===== config.mk =====
export PLATFORM = sky130hd
export DESIGN_NAME = mul16_seq
export DESIGN_NICKNAME = d
export VERILOG_FILES = /design/src/rtl/mul16_seq.sv
export SDC_FILE = /design/constraint.sdc
export NUM_CORES = 1
export LEC_CHECK = 0
export CAP_MARGIN = 5
export CORE_MARGIN = 2
export CORE_UTILIZATION = 24
export DETAILED_ROUTE_END_ITERATION = 8
export GPL_ROUTABILITY_DRIVEN = 0
export PLACE_DENSITY_LB_ADDON = 0.3
export SLEW_MARGIN = 5
export SYNTH_ARGS = -nofsm -noshare
export SYNTH_HDL_FRONTEND = slang
export SYNTH_SLANG_ARGS = --single-unit

===== constraint.sdc =====
create_clock -name clk -period 10.7 [get_ports clk]
set_input_delay 1.07 -clock clk [delete_from_list [all_inputs] [get_ports clk]]
set_output_delay 1.07 -clock clk [all_outputs]
set_load 0.005 [all_outputs]

===== src/rtl/mul16_seq.sv =====
// Sequential 16x16 signed multiplier (shift-and-add, one multiplier bit per cycle).
// Returns the low 16 product bits plus a signed-overflow flag after a 16-cycle RUN phase.
module mul16_seq (
    input  logic        clk,
    input  logic        rst,
    input  logic        start,
    input  logic [15:0] a,
    input  logic [15:0] b,
    output logic        busy,
    output logic        done,
    output logic [15:0] product,
    output logic        overflow
);

    localparam int unsigned W  = 16;
    localparam int unsigned AW = 32;
    localparam int unsigned CW = 4;

    localparam logic [1:0] S_IDLE = 2'd0;
    localparam logic [1:0] S_RUN  = 2'd1;
    localparam logic [1:0] S_DONE = 2'd2;

    logic [1:0]    r_state;
    logic [1:0]    w_state_next;
    logic [W-1:0]  r_a;
    logic [W-1:0]  r_b;
    logic [AW-1:0] r_acc;
    logic [CW-1:0] r_cnt;

    logic          w_accept;
    logic          w_sign_bit;
    logic          w_last;
    logic [AW-1:0] w_addend;
    logic [AW-1:0] w_acc_next;
    logic          w_ovf_next;

    // Partial-product step; the MSB of b carries weight -2^15, hence the subtract.
    always_comb begin
        w_accept   = (r_state == S_IDLE) && start;
        w_sign_bit = (r_cnt == CW'(W - 1));
        w_last     = (r_state == S_RUN) && w_sign_bit;
        w_addend   = {{W{r_a[W-1]}}, r_a} << r_cnt;
        w_acc_next = r_acc;
        if (r_b[r_cnt]) begin
            if (w_sign_bit) begin
                w_acc_next = r_acc - w_addend;
            end else begin
                w_acc_next = r_acc + w_addend;
            end
        end
        w_ovf_next = !((&w_acc_next[AW-1:W-1]) || !(|w_acc_next[AW-1:W-1]));
    end

    always_comb begin
        w_state_next = r_state;
        case (r_state)
            S_IDLE:  if (start) w_state_next = S_RUN;
            S_RUN:   if (w_sign_bit) w_state_next = S_DONE;
            S_DONE:  w_state_next = S_IDLE;
            default: w_state_next = S_IDLE;
        endcase
    end

    always_ff @(posedge clk or posedge rst) begin
        if (rst) begin
            r_state <= S_IDLE;
            busy    <= 1'b0;
            done    <= 1'b0;
        end else begin
            r_state <= w_state_next;
            busy    <= (w_state_next == S_RUN);
            done    <= (w_state_next == S_DONE);
        end
    end

    // Operand capture, accumulation and result registers.
    always_ff @(posedge clk or posedge rst) begin
        if (rst) begin
            r_a      <= '0;
            r_b      <= '0;
            r_acc    <= '0;
            r_cnt    <= '0;
            product  <= '0;
            overflow <= 1'b0;
        end else begin
            if (w_accept) begin
                r_a   <= a;
                r_b   <= b;
                r_acc <= '0;
                r_cnt <= '0;
            end else if (r_state == S_RUN) begin
                r_acc <= w_acc_next;
                r_cnt <= r_cnt + CW'(1);
            end
            if (w_last) begin
                product  <= w_acc_next[W-1:0];
                overflow <= w_ovf_next;
            end
        end
    end

endmodule


# ---- Word level (Yosys, flattened, before mapping)
# Index checks and enable logic that the tools add are counted.
dict set report word_totals {
  register_bits 89
  inputBits 35
}
dict set report classes {
  n_addsub 3
  magnitude_cmp 1
  n_eq_ne 4
  shifts 1
  muxes 11
  reduce_logical 9
}
# op count
set ops {}
lappend ops {{two-way mux 32 bit} 4}
lappend ops {{adder 32 bit} 1}
lappend ops {{<< shifter 32 x 4 -> 32 bit} 1}
lappend ops {{subtractor 32 bit} 1}
lappend ops {{AND reduction 17 bit} 1}
lappend ops {{OR reduction 17 bit} 1}
lappend ops {{two-way mux 4 bit} 2}
lappend ops {{less-than comparator 4 x 5 -> 1 bit (second input constant)} 1}
lappend ops {{adder 4 x 1 -> 4 bit (second input constant)} 1}
lappend ops {{binary-select mux 1 bit (select 4 bit)} 1}
lappend ops {{== test 2 x 1 -> 1 bit (second input constant)} 2}
lappend ops {{== test 4 bit (second input constant)} 1}
lappend ops {{two-way mux 2 bit} 2}
lappend ops {{one-hot mux 2 bit (2 select lines)} 1}
lappend ops {{== test 2 bit (second input constant)} 1}
lappend ops {{logical AND 1 bit} 2}
lappend ops {{zero test 1 bit} 2}
lappend ops {{zero test 2 bit} 1}
lappend ops {{nonzero test 2 bit} 1}
lappend ops {{logical OR 1 bit} 1}
lappend ops {{two-way mux 1 bit} 1}

# ---- Depth between registers and ports, before layout
dict set report depth {
  ltp_word 8
  mapped_depth 28
  ltp_nobuf 24
}

# ---- Worst setup path before layout
# OpenSTA, ideal clock, no wires.
dict set report synth_path {
  path_kind {register to register}
  startpoint {register r_cnt[0]}
  endpoint {register overflow}
  setup_time_ps 128
  t_arrival_ps 5372
  required_time_ps 10572
  path_slack_ps 5200
  path_stages_with_launch 22
  n_path_buf 3
  synth_period_minus_slack_ps 5500
  cell_sequence {dfrtp_1 > buf_2 > buf_6 > mux4_2 > mux2i_1 > o21ai_1 > nand2b_1 > nor4_1 > a31oi_1 > xor2_1 > ha_1 > clkbuf_1 > a21o_1 > a211o_1 > nor4_1 > o311ai_0 > nand4_1 > o211ai_1 > a2111o_1 > or4_1 > a2111oi_2 > o31ai_1}
}
dict set report synth_via {
  elab_chain_len 8
  elab_cells_between_ends 14
}
# item line
set synth_lines {}
lappend synth_lines {{from (decl)} 28} ;# logic [CW-1:0] r_cnt;
lappend synth_lines {{from (signal assigned)} 93} ;# r_cnt <= r_cnt + CW'(1);
lappend synth_lines {{<< shifter 32 x 4 -> 32 bit} 42} ;# w_addend = {{W{r_a[W-1]}}, r_a} << r_cnt;
lappend synth_lines {{adder 32 bit / subtractor 32 bit (equally long branches)} {48, 46}}
lappend synth_lines {{two-way mux 32 bit} 45} ;# if (w_sign_bit) begin
lappend synth_lines {{two-way mux 32 bit} 44} ;# if (r_b[r_cnt]) begin
lappend synth_lines {{OR reduction 17 bit} 51} ;# w_ovf_next = !((&w_acc_next[AW-1:W-1]) || !(|w_acc_next[AW-1:W-1]));
lappend synth_lines {{zero test 1 bit} 51}
lappend synth_lines {{logical OR 1 bit} 51}
lappend synth_lines {{zero test 1 bit} 51}
lappend synth_lines {{to (signal assigned)} 97} ;# overflow <= w_ovf_next;
lappend synth_lines {{to (decl)} 12} ;# output logic overflow
# Parallel ways exist; a longest one is shown, timed or not. The select of a mux whose other input is x is not followed.
# A chain may end at the register's enable or synchronous reset.

# ---- Final worst setup path
dict set report layout_path {
  startpoint {register r_cnt[1]}
  endpoint {register overflow}
}
# Same word-level chain as after synthesis.

==> run metrics <==
clk_skew 0.00920 ns; Pre-antenna DRT Iters 5; Synth Register Bits 89; Critical R2R Capture overflow; reg-to-reg critical path startpoint r_cnt[1]; TNS Setup 0 ns; worst-margin pin slew approximately 1.2 ns; post-CTS setup buffers 0; Clock Pin Slew Worst Setup and Hold Paths 0.07 ns; clock latency on the worst-skew pair 0.36 ns; RSZ-0062 raised after global routing false; total number of yosys warnings 0; Yosys top cell area share 0.289; # DRC 0; vias in the first global route 6764; share of cells above drive strength 1 0.0722; Critical Path Source r_cnt[1]; Critical Path RT 10.92 ns; number of diodes 0; status completed; sequential area share after synthesis 0.289; Root Buffer clkbuf_16; Area Growth Syn to Fin 14.9%; async set-reset flop share out of synthesis 1.00; FF-to-FF path depth 18; first-pass GRT wire length 37700 microns; Placeable Area 0.0316 sq mm; CP endpoint kind flip-flop; clk buf depth 2; Worst Setup EP overflow; period utilization 0.637; DIE HEIGHT 183 microns; initial antenna violation count 0; Slew Viols, Final 0; Worst Path Max Fanout 45; routed vias 7145; # fillers 3463; PostCTS Resize Cnt 0; drt via density 5.16; gr ovfl total 0; top_reg_cell synth dfrtp_1; DRT Wirelength around 23000 microns; Worst setup SP type flip-flop; Die W about 180 microns; DR WL/cell ~17 microns; maxcap violations 0; largest cells by area after synthesis dfrtp_1 (29%), nand2_1 (11%), ha_1 (5.4%); Final min period about 6.8 ns; post-DP HPWL between 15000 and 20000 microns; CTS H-tree depth 3; synthesized area 0.00771 sq mm; I/O pin count 54; Final ANT Viol Nets 0; worst min path class flip-flop to flip-flop; Hold Vio Cnt, Final 0; number of buffers added on ports 53; Tot GR Track Use 0.141; Netlist cell types 78; die area 0.0336 sq mm; top-count cell post-synth nand2_1; # rows 65; Synth Net Count ~1000; CTS tree done; Commonest cells post-synth nand2_1 (220), dfrtp_1 (89), nor2_1 (69); number of synthesized flops with an enable pin 0; largest net degree at the start of global routing 52; Synth area leader dfrtp_1; number of endpoints failing setup at the final stage 0; 1st-iter DRT viols 529; CP arrival 7.03 ns; Max transition margin 0.217; Cells after Synth 962; Mapped Avg Cell Area 8.01 sq um; Max Clk Rate between 100 and 150 MHz; CTS buffer count 9; Clock Sinks 89; Reg2Reg Setup Slack 3.89 ns; hold_buf cts 0; nets 1048; Crit Path Class flip-flop to flip-flop; Initial Util 0.244
-- layer usage --
layer,global-route usage,share of wire
met5,0,0
met4,0.0464,0.025
met3,0.0226,0.042
met2,0.212,0.43
met1,0.206,0.50
-- cells in the final DEF (no fill, tap or decap), types with 7 or more instances in the layout --
cell type	instances
nand2b_1	12
a211oi_1	8
dfrtp_1	88
mux2i_1	21
nand2_1	220
a31oi_1	17
nand3_1	16
o21bai_1	7
nand4_1	8
inv_1	18
a22o_1	19
xor2_1	25
o211ai_1	9
ha_1	33
a21o_1	15
o21a_1	14
nor3_1	8
clkdlybuf4s50_1	53
nor2_1	69
a21oi_1	63
mux4_2	16
buf_4	9
o31ai_1	7
xnor2_1	21
clkbuf_16	9
o21ai_0	68
-- worst max-delay path: stages, from the launching register on --
cell	delay (ns)
dfrtp_2	0.98
mux2i_1	0.47
mux4_2	0.36
o21ai_0	0.15
a211oi_1	0.41
and3_1	0.30
nand2_1	0.18
o21ai_0	0.28
xor2_1	0.29
ha_1	0.42
a211o_1	0.34
nor4_1	0.41
o311ai_0	0.37
nand4_1	0.19
o211ai_1	0.19
a2111o_1	0.42
or4_1	0.53
a2111oi_2	0.25
o31ai_1	0.10
-- metrics by stage --
stage,cell area [sq um],instances,setup slack (ns),utilization,hold slack (ns)
final,8850,1386,3.89,0.280,0.478
after global routing,8850,1386,3.41,0.280,0.499
after CTS,8850,1386,3.96,0.280,0.481
after detailed placement,8550,1370,4.00,0.271,0.462
after global placement,8550,1370,4.11,0.271,0.458
after floorplan,7710,962,5.20,-,0.440
-- how the worst min path moves through the flow --
stage	from	endpoint	cells past startpoint
2_1_floorplan	r_b[12]	r_b[12]	2
3_3_place_gp	r_b[8]	r_b[8]	2
3_5_place_dp	r_b[2]	r_b[2]	2
4_1_cts	r_b[2]	r_b[2]	2
5_1_grt	r_b[1]	r_b[1]	2
6_report	r_b[8]	r_b[8]	2
-- final cells by class --
class / count / area, sq um / share of cell area
Clock buffer: 10 / 239 / 0.0270
Clock inverter: 6 / 57.6 / 0.00650
Inverter: 21 / 81.3 / 0.00919
Multi-Input combinational cell: 796 / 5140 / 0.581
Sequential cell: 89 / 2230 / 0.252
Tap cell: 402 / 503 / 0.0568
Timing Repair Buffer: 62 / 598 / 0.0676
-- state kept, by name, summed over array words and instances (netlist names) --
name	count
r_b	16
busy	1
r_state	2
overflow	1
done	1
r_acc	32
r_cnt	4
r_a	16
product	16
-- cell families after synthesis --
family / after synthesis / share of synthesized area
AND/OR/NAND/NOR: 383 / 0.219
buffers and inverters: 77 / 0.0435
AO/OA/AOI/OAI: 286 / 0.250
XOR/XNOR: 46 / 0.0523
multiplexers: 47 / 0.0901
flip-flops: 89 / 0.289
adder cells (fa/ha/maj): 34 / 0.0562
Power is left out: the tool's default activity adds up to more than one toggle a clock period on the data nets, which glitch-free logic cannot reach.
